## config.mk

```make
export PLATFORM = sky130hd
export DESIGN_NAME = store_buffer_flat
export DESIGN_NICKNAME = d
export VERILOG_FILES = /design/src/rtl/store_buffer_pkg.sv /design/src/rtl/store_buffer_if.sv /design/src/rtl/store_buffer.sv /design/src/flat_wrapper.sv
export SDC_FILE = /design/constraint.sdc
export NUM_CORES = 1
export LEC_CHECK = 0
export BUFFER_PORTS_ARGS = -buffer_cell sky130_fd_sc_hd__buf_4
export CAP_MARGIN = 10
export CORE_MARGIN = 3
export CORE_UTILIZATION = 47
export DETAILED_ROUTE_END_ITERATION = 8
export PLACE_DENSITY = 0.68
export REMOVE_ABC_BUFFERS = 1
export SYNTH_ARGS = -nofsm -noshare
export SYNTH_HDL_FRONTEND = slang
export SYNTH_SLANG_ARGS = --single-unit
```

## constraint.sdc

```tcl
create_clock -name clk -period 2.5 [get_ports clk]
set_input_delay 0 -clock clk [delete_from_list [all_inputs] [get_ports clk]]
set_output_delay 0 -clock clk [all_outputs]
set_load 0.03 [all_outputs]
```

## src/rtl/store_buffer_pkg.sv

```systemverilog
// rtl/store_buffer_pkg.sv - shared types and constants for the store buffer
// Purpose: data width, default depth and the stored-entry layout used by the
//          store buffer, its interface and the bench.
// Contents: XLEN, SB_DEPTH, sb_entry_t {waddr, data, be}.
package store_buffer_pkg;

  localparam int XLEN     = 32;
  localparam int SB_DEPTH = 4;

  // One pending store: word address (byte offset dropped), lane-aligned data
  // and byte enables.
  typedef struct packed {
    logic [XLEN-3:0] waddr;
    logic [XLEN-1:0] data;
    logic [3:0]      be;
  } sb_entry_t;

endpackage

```

## src/rtl/store_buffer_if.sv

```systemverilog
// rtl/store_buffer_if.sv - store, load-check and dmem signals of the store buffer
// Purpose: bundles every non-clock/reset signal of store_buffer.
// Ports:   slave  - the store buffer itself
//          master - the pipeline/dmem environment driving it
//  store side : st_valid, st_ready, st_addr, st_wdata, st_be
//  load check : ld_chk_valid, ld_chk_addr, ld_hazard
//  dmem side  : mem_req, mem_addr, mem_wdata, mem_be, mem_gnt
//  status     : empty, count
interface store_buffer_if
  import store_buffer_pkg::*;
#(
  parameter int DEPTH = SB_DEPTH
) ();

  logic                       st_valid;
  logic                       st_ready;
  logic [XLEN-1:0]            st_addr;
  logic [XLEN-1:0]            st_wdata;
  logic [3:0]                 st_be;
  logic                       ld_chk_valid;
  logic [XLEN-1:0]            ld_chk_addr;
  logic                       ld_hazard;
  logic                       mem_req;
  logic [XLEN-1:0]            mem_addr;
  logic [XLEN-1:0]            mem_wdata;
  logic [3:0]                 mem_be;
  logic                       mem_gnt;
  logic                       empty;
  logic [$clog2(DEPTH):0]     count;

  modport slave (
    input  st_valid, st_addr, st_wdata, st_be,
    input  ld_chk_valid, ld_chk_addr,
    input  mem_gnt,
    output st_ready, ld_hazard,
    output mem_req, mem_addr, mem_wdata, mem_be,
    output empty, count
  );

  modport master (
    output st_valid, st_addr, st_wdata, st_be,
    output ld_chk_valid, ld_chk_addr,
    output mem_gnt,
    input  st_ready, ld_hazard,
    input  mem_req, mem_addr, mem_wdata, mem_be,
    input  empty, count
  );

endinterface

```

## src/rtl/store_buffer.sv

```systemverilog
// rtl/store_buffer.sv - in-order store buffer between store alignment and dmem
// Purpose: queues aligned stores, retires them in program order over a
//          req/gnt handshake and flags loads that hit a pending store word.
// Ports:
//  clk   - clock, all state on the rising edge
//  rst_n - synchronous active-low reset
//  bus   - store_buffer_if.slave (store, load-check, dmem and status signals)
module store_buffer
  import store_buffer_pkg::*;
#(
  parameter int DEPTH = SB_DEPTH
) (
  input  logic           clk,
  input  logic           rst_n,
  store_buffer_if.slave  bus
);

  localparam int PW = $clog2(DEPTH);
  localparam logic [PW:0] CNT_FULL = (PW+1)'(DEPTH);

  sb_entry_t         r_mem [DEPTH];
  logic [DEPTH-1:0]  r_vld;
  logic [PW-1:0]     r_wr_ptr;
  logic [PW-1:0]     r_rd_ptr;
  logic [PW:0]       r_count;

  logic              w_st_ready;
  logic              w_push;
  logic              w_pop;
  logic              w_nonempty;
  sb_entry_t         w_head;
  sb_entry_t         w_new;
  logic [DEPTH-1:0]  w_match;
  logic              w_new_match;

  // Ready depends only on registered occupancy, so a full buffer never
  // accepts even when the head retires in the same cycle.
  assign w_st_ready = rst_n && (r_count != CNT_FULL);
  assign w_nonempty = (r_count != '0);

  // Zero-byte-enable stores are handshaken but never occupy an entry.
  assign w_push = bus.st_valid && w_st_ready && (bus.st_be != 4'b0000);
  assign w_pop  = w_nonempty && bus.mem_gnt;

  assign w_new = '{waddr: bus.st_addr[XLEN-1:2], data: bus.st_wdata, be: bus.st_be};

  always_ff @(posedge clk) begin
    if (!rst_n) begin
      r_vld    <= '0;
      r_wr_ptr <= '0;
      r_rd_ptr <= '0;
      r_count  <= '0;
    end else begin
      // Push and pop never hit the same slot: a pop needs a non-empty
      // buffer and a push a non-full one, so the pointers differ.
      if (w_push) begin
        r_vld[r_wr_ptr] <= 1'b1;
        r_wr_ptr        <= r_wr_ptr + 1'b1;
      end
      if (w_pop) begin
        r_vld[r_rd_ptr] <= 1'b0;
        r_rd_ptr        <= r_rd_ptr + 1'b1;
      end
      case ({w_push, w_pop})
        2'b10:   r_count <= r_count + 1'b1;
        2'b01:   r_count <= r_count - 1'b1;
        default: r_count <= r_count;
      endcase
    end
  end

  // Payload storage needs no reset; r_vld and r_count qualify every read.
  always_ff @(posedge clk) begin
    if (w_push) begin
      r_mem[r_wr_ptr] <= w_new;
    end
  end

  assign w_head = w_nonempty ? r_mem[r_rd_ptr] : '0;

  // Hazard compare: every occupied entry (including one retiring now) plus
  // the store being written this cycle.
  always_comb begin
    w_match = '0;
    for (int i = 0; i < DEPTH; i++) begin
      w_match[i] = r_vld[i] && (r_mem[i].waddr == bus.ld_chk_addr[XLEN-1:2]);
    end
  end

  assign w_new_match = w_push && (bus.st_addr[XLEN-1:2] == bus.ld_chk_addr[XLEN-1:2]);

  assign bus.st_ready  = w_st_ready;
  assign bus.mem_req   = w_nonempty;
  assign bus.mem_addr  = {w_head.waddr, 2'b00};
  assign bus.mem_wdata = w_head.data;
  assign bus.mem_be    = w_head.be;
  assign bus.empty     = !w_nonempty;
  assign bus.count     = r_count;
  assign bus.ld_hazard = bus.ld_chk_valid && ((|w_match) || w_new_match);

endmodule

```

## src/flat_wrapper.sv

```systemverilog
// flat-port wrapper written by rule: the top's interface ports become plain ports
module store_buffer_flat import store_buffer_pkg::*;
#(
  parameter int DEPTH = SB_DEPTH
)
  (clk, rst_n, bus_st_valid, bus_st_addr, bus_st_wdata, bus_st_be, bus_ld_chk_valid, bus_ld_chk_addr, bus_mem_gnt, bus_st_ready, bus_ld_hazard, bus_mem_req, bus_mem_addr, bus_mem_wdata, bus_mem_be, bus_empty, bus_count);
  store_buffer_if #(.DEPTH(DEPTH)) bus_i ();
  input  logic clk;
  input  logic rst_n;
  input wire logic [$bits(bus_i.st_valid)-1:0] bus_st_valid;
  input wire logic [$bits(bus_i.st_addr)-1:0] bus_st_addr;
  input wire logic [$bits(bus_i.st_wdata)-1:0] bus_st_wdata;
  input wire logic [$bits(bus_i.st_be)-1:0] bus_st_be;
  input wire logic [$bits(bus_i.ld_chk_valid)-1:0] bus_ld_chk_valid;
  input wire logic [$bits(bus_i.ld_chk_addr)-1:0] bus_ld_chk_addr;
  input wire logic [$bits(bus_i.mem_gnt)-1:0] bus_mem_gnt;
  output wire logic [$bits(bus_i.st_ready)-1:0] bus_st_ready;
  output wire logic [$bits(bus_i.ld_hazard)-1:0] bus_ld_hazard;
  output wire logic [$bits(bus_i.mem_req)-1:0] bus_mem_req;
  output wire logic [$bits(bus_i.mem_addr)-1:0] bus_mem_addr;
  output wire logic [$bits(bus_i.mem_wdata)-1:0] bus_mem_wdata;
  output wire logic [$bits(bus_i.mem_be)-1:0] bus_mem_be;
  output wire logic [$bits(bus_i.empty)-1:0] bus_empty;
  output wire logic [$bits(bus_i.count)-1:0] bus_count;
  assign bus_i.st_valid = bus_st_valid;
  assign bus_i.st_addr = bus_st_addr;
  assign bus_i.st_wdata = bus_st_wdata;
  assign bus_i.st_be = bus_st_be;
  assign bus_i.ld_chk_valid = bus_ld_chk_valid;
  assign bus_i.ld_chk_addr = bus_ld_chk_addr;
  assign bus_i.mem_gnt = bus_mem_gnt;
  assign bus_st_ready = bus_i.st_ready;
  assign bus_ld_hazard = bus_i.ld_hazard;
  assign bus_mem_req = bus_i.mem_req;
  assign bus_mem_addr = bus_i.mem_addr;
  assign bus_mem_wdata = bus_i.mem_wdata;
  assign bus_mem_be = bus_i.mem_be;
  assign bus_empty = bus_i.empty;
  assign bus_count = bus_i.count;
  store_buffer #(.DEPTH(DEPTH)) u_core (.clk(clk), .rst_n(rst_n), .bus(bus_i));
endmodule
```

==> results.sh <==
export IMPL_status="finished, final reports clean"
export IMPL_synth_seq_cells=277
export IMPL_p_switching_mw=4.79
export IMPL_maxCapViolCount=0
export IMPL_cts_inserted_buffers=30
export IMPL_post_place_ws_ns=0.305
export IMPL_core_area_mm2=0.0255
export IMPL_antenna_found_initial=2
export IMPL_postRouteAntennaNets=0
export IMPL_nFillCells=1922
export IMPL_worstHoldPathType="in2reg"
export IMPL_pin_count=180
export IMPL_rsz0062_at_grt="false"
export IMPL_start_util=0.485
export IMPL_grtUsageTotal=0.201
export IMPL_ir_drop_mv=0.817
export IMPL_holdWs_ns=0.0482
export IMPL_tightest_slew_ns=0.691
export IMPL_root_buffer="clkbuf_16"
export IMPL_place_area_mm2=0.0141
export IMPL_synth_warnings=0
export IMPL_first_iter_violations=520
export IMPL_dieArea_mm2=0.0283
export IMPL_yosysMostFrequentCell="edfxtp_1"
export IMPL_grt_pass1_wl_mm=43.6
export IMPL_final_nets=1074
export IMPL_dieWidth_um=168
export IMPL_power_share_sequential=0.377
export IMPL_yosys_top_cells_count="edfxtp_1, xnor2_1, and2_1"
export IMPL_power_leakage_nw=5.37
export IMPL_skew_ns=0.0153
export IMPL_path_max_fanout=2
export IMPL_grt_max_degree=69
export IMPL_maxSlewHeadroom=0.539
export IMPL_fin_ws_ns=0.0519
export IMPL_syn_inst=725
export IMPL_area_growth_syn_to_layout_pct=27.0
export IMPL_worstSetupStartpointType="register"
export IMPL_via_count=7039
export IMPL_drive_above_1_share=0.314
export IMPL_p_per_area_mw_per_mm2=928
export IMPL_fin_crit_ns=2.45
export IMPL_yosys_area_top_type="edfxtp_1"
export IMPL_hold_viol_final=0
export IMPL_die_y_um=168
export IMPL_synth_edff_count=264
export IMPL_std_cell_rows=58
export IMPL_vias_per_cell=5.36
export IMPL_ys_types=31
export IMPL_post_dp_hpwl_mm=19.8
export IMPL_finalSetupViolCount=0
export IMPL_clk_latency_ns=0.55
export IMPL_fin_util=0.615
export IMPL_cts_sinks=277
export IMPL_postSynthAreaPerCell_um2=17.1
export IMPL_syn_area_mm2=0.0124
export IMPL_dp_cells=1190
export IMPL_clk_pin_slew_ns=0.06
export IMPL_grt_pass1_vias=7323
export IMPL_routabilityCongestion=0.881
export IMPL_cts_tree="done"
export IMPL_cts_path_max_buffers=3
export IMPL_yosysSeqAreaShare=0.661
export IMPL_stdcell_area_mm2=0.0157
export IMPL_portBuffers=173
export IMPL_intPower_mw=9.79
export IMPL_cp_end_kind="primary output"
export IMPL_wl_per_cell_um=22.2
export IMPL_async_reset_ff_frac=0
export IMPL_ys_top_cells_by_area="edfxtp_1, mux4_2, xnor2_1"
export IMPL_period_share=0.979
export IMPL_drt_total_wl_mm=29.2
export IMPL_overflow=0
export IMPL_criticalPathCategory="reg2out"
export IMPL_power_frac_comb=0.346
export IMPL_sw_frac_of_total=0.329
export IMPL_drc=0
export IMPL_total_power_mw=14.6
export IMPL_cp_arrival_ns=2.45
export IMPL_fmax_ghz=0.408
export IMPL_cts_max_level=1
export IMPL_drt_pass1_iterations=5
export IMPL_pwr_share_clk=0.277
export IMPL_final_cells=1314
export IMPL_setup_tns_ns=0
export IMPL_critPathRequiredTime_ns=2.50
export IMPL_synth_ff_type="edfxtp_1"
export IMPL_cts_setup_buffers=0
export IMPL_synth_top_cell_area_share=0.640
export IMPL_slew_viol_final=0
==> logic make-up (layout without fill, tap and decap cells) <==
family / after synthesis / after routing / synth area share
other: 1 / 3 / 0.000303
AO/OA/AOI/OAI: 11 / 11 / 0.00667
XOR/XNOR: 154 / 154 / 0.109
adder cells (fa/ha/maj): 10 / 10 / 0.0107
multiplexers: 67 / 67 / 0.121
buffers and inverters: 66 / 323 / 0.0231
AND/OR/NAND/NOR: 139 / 139 / 0.0680
flip-flops: 277 / 277 / 0.661
==> cell usage in the layout (no fill, tap or decap), types with 2 or more instances in the layout <==
cell type | Yosys | routed
nand4_1 | 33 | 33
ha_1 | 9 | 9
clkinv_2 | 0 | 7
and2_1 | 67 | 67
nor4_2 | 0 | 2
nand2_1 | 5 | 5
clkbuf_16 | 0 | 30
mux4_2 | 66 | 66
and2_4 | 4 | 4
clkinv_1 | 0 | 8
nand3_1 | 3 | 3
edfxtp_1 | 264 | 264
conb_1 | 1 | 2
xor2_1 | 24 | 24
inv_1 | 10 | 10
xnor2_1 | 130 | 127
a21oi_1 | 3 | 3
buf_4 | 6 | 179
dfxtp_1 | 13 | 11
dfxtp_4 | 0 | 2
inv_6 | 0 | 2
dlygate4sd3_1 | 0 | 67
nor2_1 | 9 | 9
o211a_1 | 4 | 4
clkbuf_1 | 41 | 7
nor4_1 | 14 | 12
buf_12 | 0 | 10
xnor2_2 | 0 | 3
==> final timing paths <==
kind | start | end | slack (ns) | cells after the start
worst max-delay path | u_core.r_mem[1][53]$_DFFE_PP_ | bus_ld_hazard | 0.05 | 6
worst min register to register | u_core.bus.count[2]$_SDFFE_PN0P_ | u_core.bus.count[2]$_SDFFE_PN0P_ | 0.52 | 2
worst max register to register | u_core.bus.count[0]$_SDFFE_PN0P_ | u_core.bus.count[2]$_SDFFE_PN0P_ | 0.34 | 8
worst min-delay path | bus_st_valid | u_core.r_wr_ptr[0]$_SDFFE_PN0P_ | 0.05 | 5
==> state kept, by name (all words and copies together), names as in the netlist, named ones only <==
register / count
u_core.r_vld: 4
u_core.bus.count: 3
u_core.r_rd_ptr: 2
u_core.r_wr_ptr: 2
u_core.r_mem: 264
==> critical path, stage by stage (launching register included) <==
cell      delay, ns
edfxtp_1       0.41
xnor2_1        0.26
nand4_1        0.15
nor4_2         0.39
nand4_1        0.13
a41oi_1        0.33
buf_4          0.22
==> power by group through the flow <==
stage	clock network [mW]	registers [mW]	logic [mW]
detailed placement	0	5.60	5.01
floorplan	0	5.73	2.95
global placement	0	5.59	5.02
global route	4.32	5.52	5.37
CTS	4.11	5.50	5.12
finish	4.05	5.49	5.05
==> final cells by class <==
cell class / instances / area (um2) / share of cell area
Sequential cell: 277 / 8200 / 0.521
Inverter: 11 / 41.3 / 0.00263
Antenna cell: 1 / 2.50 / 0.000159
Multi-Input combinational cell: 383 / 3950 / 0.251
Tap cell: 330 / 413 / 0.0263
Clock buffer: 37 / 777 / 0.0494
Timing Repair Buffer: 256 / 2210 / 0.141
Clock inverter: 19 / 129 / 0.00820
==> what timing repair did <==
item / 4_1_cts / 5_1_grt
resized for setup: 0 / 5
hold buffers: 67 / 0
setup endpoints to repair: 0 / 1
endpoints found under the hold margin: 277 / 0
==> routing by layer <==
layer	up-vias	part of all wire	track usage
met5	-	0.00068	0
met4	2	0.027	0.0534
met3	43	0.068	0.0448
met2	252	0.48	0.328
met1	3536	0.43	0.278
li1	3206	-	-
(Power assumes the default switching activity.)
